File: config.mk
export PLATFORM = sky130hd
export DESIGN_NAME = maxpool2x2
export DESIGN_NICKNAME = d
export VERILOG_FILES = /design/src/rtl/maxpool2x2.sv
export SDC_FILE = /design/constraint.sdc
export NUM_CORES = 1
export LEC_CHECK = 0
export CAP_MARGIN = 20
export CORE_UTILIZATION = 50
export DETAILED_ROUTE_END_ITERATION = 12
export PLACE_DENSITY = 0.67
export SYNTH_ARGS = -nofsm -noshare
export SYNTH_HDL_FRONTEND = slang
export SYNTH_SLANG_ARGS = --single-unit
File: constraint.sdc
create_clock -name clk -period 9 [get_ports clk]
set_input_delay 1.35 -clock clk [delete_from_list [all_inputs] [get_ports clk]]
set_output_delay 1.35 -clock clk [all_outputs]
set_load 0.01 [all_outputs]
File: src/rtl/maxpool2x2.sv
// 2x2 stride-2 max-pooling stage behind the conv engine.
// Raster input stream in, one signed maximum per 2x2 block out.
module maxpool2x2 #(
  parameter int IW = 28,
  parameter int DW = 16
) (
  input  logic                 clk,
  input  logic                 rst,
  input  logic                 iValid,
  input  logic signed [DW-1:0] iData,
  output logic                 oValid,
  output logic signed [DW-1:0] oData,
  output logic                 oDone
);

  localparam int CW = (IW > 1) ? $clog2(IW) : 1;
  localparam int HW = IW / 2;
  localparam int KW = (HW > 1) ? $clog2(HW) : 1;

  logic [CW-1:0]        col;
  logic [CW-1:0]        row;
  logic signed [DW-1:0] hreg;
  logic signed [DW-1:0] rowBuf [HW];

  logic [KW-1:0]        k;
  logic signed [DW-1:0] h;
  logic signed [DW-1:0] v;
  logic                 lastCol;
  logic                 lastRow;

  assign lastCol = (col == CW'(IW - 1));
  assign lastRow = (row == CW'(IW - 1));

  // Horizontal pair max, then vertical max against the buffered upper row.
  always_comb begin
    k = KW'(col >> 1);
    h = (iData > hreg) ? iData : hreg;
    v = (rowBuf[k] > h) ? rowBuf[k] : h;
  end

  // Raster position counters, advanced on accepted samples only.
  always_ff @(posedge clk) begin
    if (!rst) begin
      col <= '0;
      row <= '0;
    end else if (iValid) begin
      if (lastCol) begin
        col <= '0;
        row <= lastRow ? '0 : row + 1'b1;
      end else begin
        col <= col + 1'b1;
      end
    end
  end

  // Left sample of each horizontal pair waits here for its partner.
  always_ff @(posedge clk) begin
    if (!rst) begin
      hreg <= '0;
    end else if (iValid && !col[0]) begin
      hreg <= iData;
    end
  end

  // Even rows park their pair maxima; every entry is written before read.
  always_ff @(posedge clk) begin
    if (rst && iValid && col[0] && !row[0]) begin
      rowBuf[k] <= h;
    end
  end

  // Odd-row, odd-column samples close a block and emit its maximum.
  always_ff @(posedge clk) begin
    if (!rst) begin
      oValid <= 1'b0;
      oData  <= '0;
      oDone  <= 1'b0;
    end else begin
      oValid <= 1'b0;
      oDone  <= 1'b0;
      if (iValid && col[0] && row[0]) begin
        oValid <= 1'b1;
        oData  <= v;
        oDone  <= lastCol && lastRow;
      end
    end
  end

endmodule

==> flow_summary.toml, run 1 <==
[power_and_ir_drop]
combPwrFrac_pct = 8.3
p_switching_w = 0.0006270
power_leakage_nw = 4.490
power_frac_seq_pct = 49.8
internal_power_w = 0.002207
clockPowerShare_pct = 41.9
switching_share_pct = 22.12
powerDensity_nw_per_um2 = 206.3
max-vdd-ir-drop_mv = 0.1243

[floorplanning]
boundaryPins = 37
die_h_um = 157.6
core_um2 = 23610
die_w_um = 157.6
rows = 56
start_util_pct = 51.27
dieArea_um2 = 24840

[yosys]
avgSynthCellArea_um2 = 15.58
yosysMostFrequentCell = "edfxtp_1"
synth_area_leaders = "edfxtp_1 56%, mux4_2 12%, dfxtp_1 7.9%"
synth_common_cells = "224 x edfxtp_1, 81 x nand2_1, 63 x mux4_2, 48 x dfxtp_1"
synth_cells = 777
synth_top_area_share_pct = 55.56
yosys_warnings = 0
ys_ff_latch = 272
synthFlopType = "edfxtp_1"
synth_seq_area_share_pct = 63.50
syn_nets = 830
synth_edf_count = 224
async_flop_share_pct = 0
synth_top_area_cell = "edfxtp_1"
syn-cell-area_um2 = 12110
synthDistinctLibCells = 55

[placement]
dp_hpwl_um = 16750
dp_cells = 1106
post-place-ws_ps = 1784
portBuffers = 36
gp_congestion = 0.8725

[flow_run]
drv_cap = 0

[sta]
setup_tns_ps = 0
hold_viol_final = 0
fin_skew_ps = 15.68
period_needed_ps = 6679
setup_ws_ps = 2321
setup_viol = 0
maxSlewHeadroom_pct = 28.22
rsz0062_at_grt = "no"
worst_pin_slew_ps = 1077
drv_slew = 0
max_freq_ghz = 0.1497
period_share_pct = 74.21

[hold_path]
hold_depth = 2
hold_start = "hreg[12]"
hold_end = "hreg[12]"
hp-class = "register to register"

[global_route]
antenna_found_initial = 0
grt_pass1_wl_um = 40680
grt_pass1_vias = 6976
gr-total-overflow = 0
track_usage_pct = 22.28
grt_max_degree = 49

[finish]
fillCellCount = 1801
stdcell_count = 1158
nNetsFinal = 871
synthToLayoutAreaGrowth_pct = 13.49
drive_above_1_share_pct = 22.05
diodes = 0

[setup_path]
reg2reg_slack_ps = 3230
r2r-start = "hreg[15]"
crit_fanout = 35
start_kind = "primary input"
critical_path_class = "primary input to register"
cp-end-kind = "register"
cp.required_ps = 9400
timing.rr.end = "oData[0]"
r2r_cells = 15
arrival_ps = 7080

[clocking]
ctsHoldBuffers = 0
cts_tree = "built"
htreeDepth = 1
cts_buffers = 27
clk_latency_ps = 540
cts_sinks = 272
clkTransAtPathRegs_ps = 60
cts_resized = 0
cts_setup_buffers = 0
ctsLongestPathBuffers = 3
clk_root_buffer_cell = "clkbuf_16"

[outcome]
status = "completed"

[route]
drt-total-wl_um = 26730
vias_per_cell = 6.047
drt_iter0_markers = 595
vias = 7002
wire_per_inst_um = 23.08
remaining_drc_errors = 0
dr.pass1.iters = 7
ant_nets = 0
[layer usage]
metal	global-route usage, %	share of wire [%]
met1	29.14	41
met5	0	0
met3	3.312	5.9
met4	6.103	2.1
met2	38.90	51
[placed cells by master, fill, tap and decap left out, types with 5 or more instances in the layout]
| master | synthesis | routed |
|---|---|---|
| clkdlybuf4s50_1 | 0 | 36 |
| nand3_1 | 6 | 6 |
| nand4_1 | 7 | 7 |
| mux2_2 | 15 | 15 |
| o211ai_2 | 11 | 11 |
| o21ai_0 | 7 | 7 |
| a21oi_1 | 36 | 36 |
| edfxtp_1 | 224 | 224 |
| nor3_2 | 1 | 5 |
| buf_4 | 5 | 21 |
| clkbuf_16 | 0 | 27 |
| mux4_2 | 63 | 63 |
| dfxtp_1 | 48 | 46 |
| ha_1 | 34 | 34 |
| nor2_1 | 27 | 27 |
| inv_1 | 36 | 36 |
| a211oi_2 | 15 | 15 |
| bufinv_16 | 0 | 6 |
| a31oi_1 | 16 | 16 |
| o211ai_1 | 5 | 5 |
| nand2_1 | 81 | 81 |
| nor4b_1 | 15 | 15 |
| clkinv_1 | 0 | 7 |
| o31a_1 | 16 | 16 |
| o21ai_1 | 9 | 9 |
| nand2b_1 | 7 | 7 |
[cell type report]
class | instances | area [um^2] | area share [%]
inverter | 36 | 135.1 | 0.9835
sequential | 272 | 7692 | 55.99
clock buffer | 30 | 686.9 | 5.000
clock inverter | 20 | 251.5 | 1.830
tap | 319 | 399.1 | 2.905
timing repair buffer | 58 | 529.3 | 3.852
multi-input combinational | 423 | 4045 | 29.44
[power groups by stage]
stage / clock (W) / sequential (W) / combinational, W
6_report: 0.00119 / 0.00141 / 0.000235
5_1_grt: 0.00125 / 0.00141 / 0.000259
4_1_cts: 0.00121 / 0.00141 / 0.000234
3_5_place_dp: 0 / 0.00144 / 0.000233
3_3_place_gp: 0 / 0.00144 / 0.000220
2_1_floorplan: 0 / 0.00143 / 0.000178
[sequential cells by signal, indices dropped and copies added (netlist names), named ones only]
name	cells
col	5
hreg	16
oData	16
oDone	1
oValid	1
row	5
rowBuf	224
[worst max-delay path by stage]
stage	startpoint	endpoint	depth (start not counted)
2_1_floorplan	iData[13]	oData[14]	14
4_1_cts	iData[15]	oData[0]	15
3_3_place_gp	iData[15]	oData[0]	15
6_report	iData[15]	oData[0]	15
5_1_grt	iData[15]	oData[0]	15
3_5_place_dp	iData[15]	oData[0]	15
[cell families (layout without fill, tap and decap cells)]
| logic type | Yosys count | in the layout | synth area share (%) |
|---|---|---|---|
| flops | 272 | 272 | 63.50 |
| fa+ha+maj | 34 | 34 | 3.514 |
| xor+xnor | 1 | 1 | 0.07236 |
| mux | 81 | 81 | 13.36 |
| buf+inv | 82 | 144 | 3.255 |
| simple gates | 168 | 168 | 7.245 |
| compound gates | 139 | 139 | 9.053 |
[worst max-delay path: stages]
cell             delay (ps)
clkdlybuf4s50_1         470
ha_1                   1040
nand4_4                 210
nor3_2                  280
o21a_1                  870
nor4b_1                 140
a211oi_2                410
ha_1                    320
nand4_1                 220
nor2_1                  100
a21oi_1                 270
nand3_1                 150
o311ai_2                770
buf_4                   320
o221ai_1                140
[per-stage QoR]
| stage | area (um^2) | util, % | power [W] | hold slack, ps |
|---|---|---|---|---|
| floorplan | 12110 | - | 0.001609 | 449.8 |
| global placement | 12780 | 54.13 | 0.001659 | 459.1 |
| detailed placement | 12780 | 54.13 | 0.001673 | 465.6 |
| CTS | 13720 | 58.11 | 0.002852 | 474.6 |
| global route | 13740 | 58.19 | 0.002925 | 495.1 |
| finish | 13740 | 58.19 | 0.002834 | 475.8 |
No activity file was read; power rests on OpenSTA's default activity.
==> inputs of run 2 (changes only) <==
==> constraint.sdc (replaced) <==
create_clock -name clk -period 6.7 [get_ports clk]
set_input_delay 1.005 -clock clk [delete_from_list [all_inputs] [get_ports clk]]
set_output_delay 1.005 -clock clk [all_outputs]
set_load 0.01 [all_outputs]
==> flow_summary.toml, run 2 (synthesized netlist as in run 1, its figures left out) <==
[floorplanning]
dieArea_um2 = 24840
die_h_um = 157.6
die_w_um = 157.6
rows = 56
core_um2 = 23610
start_util_pct = 51.27
boundaryPins = 37

[finish]
nNetsFinal = 874
reg.largest.list = "rowBuf: 224 flops, hreg: 16 flops, oData: 16 flops"
synthToLayoutAreaGrowth_pct = 14.20
largest_reg_flops = 224
regMostFlops = "rowBuf"
drive_above_1_share_pct = 23.15
final_cell_mix = "224 x edfxtp_1, 81 x nand2_1, 63 x mux4_2, 45 x dfxtp_1"
final_common_cell = "edfxtp_1"
final_util_pct = 58.55
fillCellCount = 1803
diodes = 0

[clocking]
cts_resized = 0
ctsHoldBuffers = 0
cts_tree = "built"
clkTransAtPathRegs_ps = 60
clk_root_buffer_cell = "clkbuf_16"
cts_setup_buffers = 0
cts_sinks = 272
cts_buffers = 28
ctsLongestPathBuffers = 3
clk_latency_ps = 540
htreeDepth = 1

[route]
remaining_drc_errors = 0
drt-total-wl_um = 26830
vias_per_cell = 6.081
drt_iter0_markers = 574
ant_nets = 0
vias = 7036
wire_per_inst_um = 23.19
dr.pass1.iters = 7

[hold_path]
hold_start = "hreg[15]"
hold_depth = 2
hp-class = "register to register"
hold_end = "hreg[15]"

[power_and_ir_drop]
switching_share_pct = 22.07
combPwrFrac_pct = 8.2
internal_power_w = 0.003018
max-vdd-ir-drop_mv = 0.1739
powerDensity_nw_per_um2 = 280.1
clockPowerShare_pct = 42.7
power_leakage_nw = 4.531
p_switching_w = 0.0008549
power_frac_seq_pct = 49.1

[setup_path]
cp-end-kind = "register"
timing.rr.end = "oData[15]"
crit_fanout = 17
start_kind = "primary input"
reg2reg_slack_ps = 1800
arrival_ps = 5950
r2r_cells = 15
cp.required_ps = 7150
r2r-start = "hreg[1]"
critical_path_class = "primary input to register"

[global_route]
gr-total-overflow = 0
grt_pass1_wl_um = 40840
grt_max_degree = 51
track_usage_pct = 22.29
grt_pass1_vias = 7047
antenna_found_initial = 0

[placement]
gp_congestion = 0.8849
dp_hpwl_um = 16480
portBuffers = 36

[sta]
period_share_pct = 82.06
maxSlewHeadroom_pct = 27.34
worst_pin_slew_ps = 1088
fin_skew_ps = 18.68
setup_viol = 0
hold_viol_final = 0
rsz0062_at_grt = "no"
period_needed_ps = 5498
setup_tns_ps = 0
max_freq_ghz = 0.1819
drv_slew = 0

[flow_run]
drv_cap = 0

[outcome]
status = "completed"
## run 2: how the worst max path moves through the flow
stage               startpoint         to  cells after the start
global placement     iData[15]  oData[14]                     13
detailed placement   iData[15]  oData[14]                     13
finish                iData[1]  oData[15]                     15
floorplan            iData[13]  oData[14]                     14
CTS                  iData[15]  oData[14]                     13
global route          iData[1]   oData[2]                     15
## run 2: worst max-delay path, stage by stage
cell and delay, ps:
clkdlybuf4s50_1 490, ha_1 350, nor2b_1 140, o211a_1 230
o21ai_2 540, a31o_2 590, a211oi_2 150, inv_1 350
ha_1 310, nand4_1 180, nor4_4 80, or4_1 470
nor4_4 730, o21ai_0 210, o211ai_1 120
## run 2: through the flow
stage                     std cells  power, W  cell area (um^2)  hold slack [ps]  setup WS, ps
after floorplan                 777  0.002161             12110            449.8          2255
after global placement         1108  0.002231             12800            457.2         832.7
after detailed placement       1109  0.002250             12810            470.7         649.6
after CTS                      1156  0.003896             13800            481.7          1189
after global routing           1157  0.003991             13830            494.9         966.4
final                          1157  0.003873             13830            477.9          1202
## run 2: layer usage
layer / up-vias / global-route usage [%] / part of all wire (%)
li1: 3146 / - / -
met1: 3585 / 29.91 / 42
met2: 255 / 38.14 / 50
met3: 50 / 2.874 / 6.1
met4: 0 / 6.519 / 2.4
met5: - / 0 / 0
## run 2: layout make-up
| cell class | instances | area, um^2 | share of cell area (%) |
|---|---|---|---|
| Sequential cell | 272 | 7694 | 55.65 |
| Multi-Input combinational cell | 423 | 4045 | 29.26 |
| Inverter | 36 | 135.1 | 0.9774 |
| Clock inverter | 17 | 259.0 | 1.873 |
| Timing Repair Buffer | 60 | 564.3 | 4.081 |
| Clock buffer | 30 | 729.5 | 5.276 |
| Tap cell | 319 | 399.1 | 2.887 |
## run 2: power by group through the flow
stage / logic (W) / clock network, W / registers [W]
final: 0.000316 / 0.00166 / 0.00190
after global routing: 0.000345 / 0.00174 / 0.00190
after CTS: 0.000312 / 0.00168 / 0.00190
after detailed placement: 0.000312 / 0 / 0.00194
after global placement: 0.000293 / 0 / 0.00194
after floorplan: 0.000238 / 0 / 0.00192
==> inputs of run 3 (changes only) <==
--- a/config.mk
+++ b/config.mk
@@ -8,7 +8,7 @@
 export CAP_MARGIN = 20
 export CORE_UTILIZATION = 50
 export DETAILED_ROUTE_END_ITERATION = 12
-export PLACE_DENSITY = 0.67
+export PLACE_DENSITY = 0.7
 export SYNTH_ARGS = -nofsm -noshare
 export SYNTH_HDL_FRONTEND = slang
 export SYNTH_SLANG_ARGS = --single-unit
==> constraint.sdc (replaced) <==
create_clock -name clk -period 4.8 [get_ports clk]
set_input_delay 0.72 -clock clk [delete_from_list [all_inputs] [get_ports clk]]
set_output_delay 0.72 -clock clk [all_outputs]
set_load 0.01 [all_outputs]
==> flow_summary.toml, run 3 (synthesized netlist as in run 1, its figures left out) <==
[outcome]
status = "completed"

[placement]
portBuffers = 36
gp_congestion = 0.8401
dp_hpwl_um = 17400

[hold_path]
hold_depth = 2
hold_end = "hreg[8]"
hold_start = "hreg[8]"
hp-class = "register to register"

[setup_path]
timing.rr.end = "oData[1]"
slowest_stage = "clkdlybuf4s50_1"
path_delay_family = "compound AO/OA/AOI/OAI gates"
arrival_ps = 4810
critical_path_class = "primary input to register"
cp_num_buf_inv = 3
cp.required_ps = 5200
max_stage_delay_ps = 490
start_kind = "primary input"
reg2reg_slack_ps = 660
crit_fanout = 18
r2r_cells = 15
r2r-start = "hreg[11]"
cp-end-kind = "register"
path_cells = "clkdlybuf4s50_1 > ha_1 > nor2b_1 > o211a_1 > o21a_1 > buf_4 > nor4b_1 > a211oi_2 > ha_1 > nand4_1 > or2_0 > a211oi_1 > o311ai_1 > o311ai_2 > buf_4 > o211ai_1"

[clocking]
htreeDepth = 1
clk_root_buffer_cell = "clkbuf_16"
cts_setup_buffers = 0
ctsHoldBuffers = 0
cts_buffers = 28
ctsLongestPathBuffers = 3
cts_resized = 0
cts_sinks = 272
clkTransAtPathRegs_ps = 60
clk_latency_ps = 560
cts_tree = "built"

[finish]
synthToLayoutAreaGrowth_pct = 14.75
diodes = 0
nNetsFinal = 904
largest_reg_flops = 224
multi_input_area_um2 = 4045
drive_above_1_share_pct = 24.14
reg.largest.list = "rowBuf: 224 flops, hreg: 16 flops, oData: 16 flops"
final_common_cell = "edfxtp_1"
final_cell_mix = "224 x edfxtp_1, 81 x nand2_1, 63 x mux4_2, 50 x buf_4, 46 x dfxtp_1"
regMostFlops = "rowBuf"
register_area_um2 = 7692
fillCellCount = 1761

[floorplanning]
rows = 56
die_w_um = 157.6
start_util_pct = 51.27
boundaryPins = 37
dieArea_um2 = 24840
core_um2 = 23610
die_h_um = 157.6

[sta]
fin_skew_ps = 27.23
setup_tns_ps = 0
hold_viol_final = 0
rsz0062_at_grt = "no"
period_needed_ps = 4404
maxSlewHeadroom_pct = 37.58
worst_pin_slew_ps = 935.2
setup_viol = 0
period_share_pct = 91.74
drv_slew = 0
max_freq_ghz = 0.2271

[power_and_ir_drop]
internal_power_w = 0.003897
clockPowerShare_pct = 38.2
finalPower_w = 0.005073
power_leakage_nw = 4.588
max-vdd-ir-drop_mv = 0.2291
powerDensity_nw_per_um2 = 365.2
p_switching_w = 0.001176
power_frac_seq_pct = 52.1
switching_share_pct = 23.19
combPwrFrac_pct = 9.7

[route]
vias = 7258
drt_iter0_markers = 594
drt-total-wl_um = 27740
wire_per_inst_um = 23.33
vias_per_cell = 6.104
dr.pass1.iters = 7
remaining_drc_errors = 0
ant_nets = 0

[global_route]
track_usage_pct = 23.23
grt_max_degree = 39
grt_pass1_wl_um = 42720
antenna_found_initial = 0
gr-total-overflow = 0
grt_pass1_vias = 7224

[flow_run]
drv_cap = 0
-- run 3: worst register-to-register path: stages (launching register included) --
cell	delay [ps]
dfxtp_1	350
inv_1	60
ha_1	310
nand4_1	250
o41ai_1	550
a31o_2	290
buf_12	160
a211oi_2	90
ha_1	330
nand4_1	210
or2_0	310
a211oi_1	440
o311ai_1	170
o311ai_2	140
buf_4	240
o211ai_1	100
-- run 3: how the worst max path moves through the flow --
stage | cells after the start | from | slack, ps | to
after floorplan | 14 | iData[13] | 640 | oData[14]
after global placement | 16 | iData[1] | -40 | oData[2]
after detailed placement | 16 | iData[1] | -90 | oData[1]
after CTS | 16 | iData[1] | 440 | oData[1]
after global routing | 15 | iData[11] | 110 | oData[1]
final | 16 | iData[1] | 400 | oData[1]
-- run 3: cell type report --
cell class / count / share of cell area [%]
clock buffers: 39 / 5.341
clock inverters: 10 / 0.5134
flip-flops and latches: 272 / 55.37
well taps: 319 / 2.873
repair buffers: 90 / 5.809
inverters: 36 / 0.9727
multi-input cells: 423 / 29.12
-- run 3: routing by layer --
layer	up-vias	part of all wire [%]	GRT usage, %
met2	246	50	38.96
met5	-	0	0
met1	3770	43	32.55
met3	36	5.8	3.477
met4	0	1.4	4.346
li1	3206	-	-
-- run 3: through the flow --
| stage | instance area (um^2) | worst slack, ps | util (%) | hold WS [ps] | std cells |
|---|---|---|---|---|---|
| detailed placement | 13080 | -94.82 | 55.39 | 468.8 | 1140 |
| finish | 13890 | 396.3 | 58.83 | 478.3 | 1189 |
| floorplan | 12110 | 639.5 | - | 449.8 | 777 |
| global route | 13890 | 107.6 | 58.83 | 488.4 | 1189 |
| global placement | 13070 | -42.99 | 55.34 | 461.0 | 1139 |
| CTS | 13890 | 436.1 | 58.83 | 477.1 | 1189 |
-- run 3: power by group through the flow --
stage	clock, W	sequential [W]	combinational, W
4_1_cts	0.00198	0.00264	0.000489
3_5_place_dp	0	0.00269	0.000486
2_1_floorplan	0	0.00268	0.000333
6_report	0.00194	0.00264	0.000490
5_1_grt	0.00207	0.00265	0.000536
3_3_place_gp	0	0.00269	0.000459
